<file path="config.mk">
export PLATFORM = sky130hd
export DESIGN_NAME = avalon_bus_monitor
export DESIGN_NICKNAME = d
export VERILOG_FILES = /design/src/rtl/avalon_bus_monitor.sv
export SDC_FILE = /design/constraint.sdc
export NUM_CORES = 1
export LEC_CHECK = 0
export ABC_AREA = 1
export BUFFER_PORTS_ARGS = -buffer_cell sky130_fd_sc_hd__buf_2
export CORE_ASPECT_RATIO = 1.2
export CORE_MARGIN = 1
export CORE_UTILIZATION = 44
export CTS_CLUSTER_SIZE = 10
export DETAILED_ROUTE_END_ITERATION = 8
export PLACE_DENSITY = 0.7
export SLEW_MARGIN = 30
export SYNTH_ARGS = -nofsm -noshare
export SYNTH_HDL_FRONTEND = slang
export SYNTH_SLANG_ARGS = --single-unit
</file>
<file path="constraint.sdc">
create_clock -name clk -period 4.2 [get_ports clk]
set_clock_uncertainty 0.2 [all_clocks]
set_input_delay 0.42 -clock clk [delete_from_list [all_inputs] [get_ports clk]]
set_output_delay 0.42 -clock clk [all_outputs]
set_load 0.1 [all_outputs]
</file>
<file path="src/rtl/avalon_bus_monitor.sv">
// Avalon-MM bus monitor: counts completed transfers and raises sticky range/protocol/stall/timeout faults.
// Optional feature macro MONITOR_HALT_ADDR_EN: a RUN-state read of address 0 is the CPU halt fetch.
module avalon_bus_monitor #(
   parameter logic [31:0] ADDR_BASE      = 32'hBFC00000,
   parameter int unsigned ADDR_SPAN_LOG2 = 16,
   parameter int unsigned WAIT_MAX       = 16,
   parameter int unsigned TIMEOUT_CYCLES = 100,
   parameter int unsigned CNT_W          = 32
) (
   input  logic             clk,
   input  logic             reset,
   input  logic             active,
   input  logic [31:0]      address,
   input  logic             read,
   input  logic             write,
   input  logic             waitrequest,
   input  logic [3:0]       byteenable,
   output logic [CNT_W-1:0] rd_count,
   output logic [CNT_W-1:0] wr_count,
   output logic [CNT_W-1:0] cycle_count,
   output logic             err_range,
   output logic             err_proto,
   output logic             err_stall,
   output logic             timeout,
   output logic             done,
   output logic [2:0]       state
);
   typedef enum logic [2:0] {
      IDLE  = 3'd0,
      RUN   = 3'd1,
      STALL = 3'd2,
      DONE  = 3'd3,
      FAULT = 3'd4
   } state_t;

   localparam int unsigned      WAIT_W  = $clog2(WAIT_MAX + 2);
   localparam logic [32:0]      WIN_LO  = {1'b0, ADDR_BASE};
   localparam logic [32:0]      WIN_HI  = WIN_LO + (33'd1 << ADDR_SPAN_LOG2);
   localparam logic [CNT_W-1:0] CNT_MAX = '1;

   state_t            state_q, state_d;
   logic [CNT_W-1:0]  rd_q, rd_d, wr_q, wr_d, cyc_q, cyc_d;
   logic              err_range_q, err_range_d, err_proto_q, err_proto_d;
   logic              err_stall_q, err_stall_d, timeout_q, timeout_d;
   logic [WAIT_W-1:0] wait_q, wait_d, wait_inc;
   logic [31:0]       hold_addr_q;
   logic              hold_rd_q, hold_wr_q;
   logic [3:0]        hold_be_q;

   logic busy, req, xfer_ok, halt, out_of_window, bad_shape, hold_broken;
   logic new_proto, new_range, new_stall, new_timeout, any_err;

   assign busy          = (state_q == RUN) || (state_q == STALL);
   assign req           = read | write;
   assign xfer_ok       = req & ~waitrequest;
   assign wait_inc      = wait_q + 1'b1;
   assign cyc_d         = (busy && (cyc_q != CNT_MAX)) ? cyc_q + 1'b1 : cyc_q;
   assign out_of_window = ({1'b0, address} < WIN_LO) || ({1'b0, address} >= WIN_HI);

`ifdef MONITOR_HALT_ADDR_EN
   assign halt = (state_q == RUN) && read && !write && (address == 32'h0);
`else
   assign halt = 1'b0;
`endif

   assign bad_shape = req && ((read && write) || (write && (byteenable == 4'h0)) ||
                              (address[1:0] != 2'b00));
   // A stalled transfer must hold its command unchanged (and the CPU stay active) until it completes.
   assign hold_broken = (state_q == STALL) &&
                        ((address != hold_addr_q) || (read != hold_rd_q) || (write != hold_wr_q) ||
                         (byteenable != hold_be_q) || (!active && !xfer_ok));

   assign new_proto   = busy && (bad_shape || hold_broken);
   assign new_range   = busy && req && !halt && out_of_window;
   assign new_stall   = busy && req && waitrequest && (32'(wait_inc) > WAIT_MAX);
   assign new_timeout = busy && active && (64'(cyc_d) >= 64'(TIMEOUT_CYCLES));
   assign any_err     = new_proto | new_range | new_stall | new_timeout;

   always_comb begin
      state_d     = state_q;
      rd_d        = rd_q;
      wr_d        = wr_q;
      wait_d      = wait_q;
      err_range_d = err_range_q | new_range;
      err_proto_d = err_proto_q | new_proto;
      err_stall_d = err_stall_q | new_stall;
      timeout_d   = timeout_q | new_timeout;
      unique case (state_q)
         IDLE: if (active) state_d = RUN;
         RUN, STALL: begin
            wait_d = (req && waitrequest) ? wait_inc : '0;
            if (any_err) begin
               state_d = FAULT;
            end else begin
               if (xfer_ok && !halt && read && (rd_q != CNT_MAX)) rd_d = rd_q + 1'b1;
               if (xfer_ok && write && (wr_q != CNT_MAX))         wr_d = wr_q + 1'b1;
               if (halt || !active)           state_d = DONE;
               else if (req && waitrequest)   state_d = STALL;
               else                           state_d = RUN;
            end
         end
         default: ;
      endcase
   end

   // NOTE: sequential state uses non-blocking assignments so every register samples pre-edge values.
   always_ff @(posedge clk or negedge reset) begin
      if (!reset) begin
         state_q     <= IDLE;
         rd_q        <= '0;
         wr_q        <= '0;
         cyc_q       <= '0;
         wait_q      <= '0;
         err_range_q <= 1'b0;
         err_proto_q <= 1'b0;
         err_stall_q <= 1'b0;
         timeout_q   <= 1'b0;
      end else begin
         state_q     <= state_d;
         rd_q        <= rd_d;
         wr_q        <= wr_d;
         cyc_q       <= cyc_d;
         wait_q      <= wait_d;
         err_range_q <= err_range_d;
         err_proto_q <= err_proto_d;
         err_stall_q <= err_stall_d;
         timeout_q   <= timeout_d;
      end
   end

   // NOTE: the command snapshot has no reset; it is only compared in STALL, which cannot be reached
   // without first capturing a real command.
   always_ff @(posedge clk) begin
      hold_addr_q <= address;
      hold_rd_q   <= read;
      hold_wr_q   <= write;
      hold_be_q   <= byteenable;
   end

   assign rd_count    = rd_q;
   assign wr_count    = wr_q;
   assign cycle_count = cyc_q;
   assign err_range   = err_range_q;
   assign err_proto   = err_proto_q;
   assign err_stall   = err_stall_q;
   assign timeout     = timeout_q;
   assign done        = (state_q == DONE);
   assign state       = state_q;
endmodule

</file>
==> summary.md <==
| Metric | Value |
|---|---|
| Status | finished clean |
| Chip Height | 154 um |
| Number of global-route vias before repair | 8005 |
| Sw Share | between 20% and 30% |
| Most frequent cells in the layout | nand2_1 (400), buf_2 (144), nor2_1 (125) |
| Seq/Total Area, Yosys | 40.8% |
| Diode count | 0 |
| Syn Inst Count | 1185 |
| Area of the core | roughly 19000 um2 |
| Crit path to | rd_count[14]$_DFFE_PN0P_ |
| Synth cell types | 36 |
| # port buffers | 145 |
| Relative max-transition margin | 51.5% |
| Worst-path clk slew | 0.07 ns |
| EDFF count, synth | 0 |
| Largest net degree at the start of global routing | between 60 and 70 |
| Starting Density | 45.0% |
| Per-cell routed wire length | 14.4 um |
| Max-slew violations | 0 |
| Critical Path Stages | 18 |
| # setup viols final | 0 |
| Setup Buffers After CTS | 0 |
| Clock latency on the worst-skew pair | 0.43 ns |
| Avg Inst Size Synth | 7.16 um2 |
| Drt pass-1 iters | 5 |
| Routability congestion estimate | 0.944 |
| Die ar. | 19800 um2 |
| Clock sinks | 146 |
| Area Overhead vs Synth | 22.8% |
| CP cell instances | ha_1, inv_2, nor2_2, nand2_1, nor2_4, nand2_4, nand2_8, inv_4, a21oi_1, nand2_1, nor2_1, nand2_1, nor2_1, nand2_1, a21oi_4, buf_12, nand4_1, nand2_1 |
| Commonest non-fill, non-tap cell in the layout | nand2_1 |
| Slowest cell on crit path | dfrtp_1 |
| DIE WIDTH | 129 um |
| CTS Root Cell | clkbuf_16 |
| Hold Slack | 0.185 ns |
| Synth Area in Simple Gates | 38.0% |
| Reg power frac | between 40% and 50% |
| Largest stage delay on the critical path | 0.42 ns |
| Psw | 0.000752 W |
| Compound-Gate Fraction of Synth Area | 2.46% |
| Cell-internal power | 0.00230 W |
| WP buf/inv | 3 |
| Cell area after synthesis | 8490 um2 |
| CTS resizes | 0 |
| Main combinational cell family by area after synthesis | simple AND/OR/NAND/NOR gates |
| R2r startpoint | cycle_count[0]$_DFF_PN0_ |
| FF-to-FF path depth | 18 |
| Pwr dens | roughly 290 nW/um2 |
| RSZ-0062 raised after global routing | false |
| CP Launch Type | register |
| Detailed placement HPWL | 17300 um |
| Grt ovf | 0 |
| CTS max path bufs | 2 |
| DRT antenna net count | 0 |
| CTS buffer count | 17 |
| Final setup TNS | 0 ns |
| Post-synthesis xor/xnor area fraction | 10.7% |
| Yosys reg bits | 146 |
| Layout cells sized above 1 | ~15% |
| Top Ports | 146 |
| Yosys warns | 0 |
| TritonCTS clock tree | done |
| Drt drc | 0 |
| CP startpoint | cycle_count[0]$_DFF_PN0_ |
| Clock Power Share | about 48% |
| Reg2Reg Setup Slack | 0.47 ns |
| Post-Synth Adder-Cell Area | 0.590% |
| Vias per Instance | 5.05 |
| Min Tclk post-route | 3.73 ns |
| Crit path kind | register to register |
| Synth top area share | 31.8% |
| DR iter-0 viols | 402 |
| Non-Filler Instances | 1637 |
| First-pass GRT wire length | 39200 um |
| CP max FO | 67 |
| Async set or reset register ratio after synthesis | 74.0% |
| Max frequency | 0.268 GHz |
| Total power | between 0.003 and 0.004 W |
| VDD IR max | 0.282 mV |
| Hold crit path type | input port to register |
| Required time worst endpoint | ~4.4 ns |
| Max-cap violations | 0 |
| Synth top area cells | dfrtp_1 (32%), nand2_1 (18%), dfxtp_1 (9.0%) |
| Hold Vio Cnt, Final | 0 |
| Area leader, netlist | dfrtp_1 |
| Delay-heaviest family, CP | simple AND/OR/NAND/NOR gates |
| Synthesized Nets | 1231 |
| Cell Rows | 55 |
| Vias post-DR | 8272 |
| Gate power share | 4.9% |
| H-tree depth | 4 |
| Initial antenna violation count | 0 |
| Placed insts | 1566 |
| Mux contribution to synthesized area | 0% |
| WP data arrival | 3.90 ns |
| Nets | 1414 |
| Leak pwr | 5.45 nW |
| Most used cell, CP | nand2_1 |
| Commonest register cell after synthesis | dfrtp_1 |
| All-layer global routing usage | 25.1% |
| CP Capture Type | register |
| RR Endpoint | rd_count[14]$_DFFE_PN0P_ |
| Final period utilization | 88.7% |
| DRT Wirelength | 23600 um |
| Worst-Margin Slew | 0.726 ns |
-- repair_timing --
item                                    4_1_cts  5_1_grt
endpoints found under the setup margin        0        0
hold buffers                                 39        0
hold endpoints to repair                     91        0
-- Yosys cell counts, types with 12 or more instances --
cell type  instances
inv_1            122
a21oi_1           12
nor3_1            37
o21ai_0           12
xnor2_1           36
nor4_1            22
nand4_1           61
dfxtp_1           38
xor2_1            68
nand3_1           80
clkbuf_1          12
nand2_1          400
dfrtp_1          108
nor2_1           125
-- how the worst min path moves through the flow --
stage	startpoint	endpoint	slack, ns	cells past startpoint
finish	active	state[1]$_DFFE_PN0P_	0.18	4
global route	active	state[1]$_DFFE_PN0P_	0.22	4
CTS	active	state[1]$_DFFE_PN0P_	0.16	4
detailed placement	err_range$_DFF_PN0_	err_range$_DFF_PN0_	0.26	1
global placement	err_range$_DFF_PN0_	err_range$_DFF_PN0_	0.25	1
floorplan	reset	cycle_count[0]$_DFF_PN0_	-0.08	0
-- metrics by stage --
step / area, um2 / util (%) / setup slack [ns]
after global routing: 10400 / 55.3 / 0.144
after detailed placement: 9460 / 50.2 / 0.550
after CTS: 10400 / 55.3 / 0.509
after floorplan: 8490 / - / 0.563
final: 10400 / 55.3 / 0.473
after global placement: 9460 / 50.2 / 0.539
-- sequential cells by signal (all words and copies together) (netlist names), 3 cells and up --
signal and cells:
cycle_count 32, wr_count 32, rd_count 32, wait_q 5, state 3, hold_be_q 4
hold_addr_q 32
-- worst register-to-register path: cells and delay by family, from the launching register on --
kind            cells  cell delay [ns]
compound gates      2             0.39
fa+ha+maj           1             0.36
buf+inv             3             0.47
flops               1             0.42
simple gates       12             1.83
-- power groups by stage --
stage / Sequential (W) / Clock, W / Combinational [W]
floorplan: 0.00147 / 0 / 0.0000456
global placement: 0.00146 / 0 / 0.000120
detailed placement: 0.00146 / 0 / 0.000122
CTS: 0.00143 / 0.00151 / 0.000150
global route: 0.00143 / 0.00157 / 0.000166
finish: 0.00143 / 0.00147 / 0.000149
-- metal layers --
metal	GRT usage (%)	up-vias	wire length [um]
met4	8.74	0	547
li1	-	4162	-
met1	31.5	3832	10400
met5	0	-	0
met3	4.84	48	1060
met2	42.6	230	11600
-- area by class of cell --
class / count / area (um2)
fill: 1868 / 8430
sequential: 146 / 3460
clock inverter: 14 / 121
timing repair buffer: 192 / 1190
clock buffer: 18 / 450
inverter: 125 / 472
tap: 256 / 320
multi-input combinational: 886 / 4400
-- cell families after synthesis --
logic type      count (synthesis)
xor+xnor                      104
simple gates                  743
compound gates                 35
fa+ha+maj                       4
buf+inv                       153
flops                         146
(Power assumes the default switching activity.)
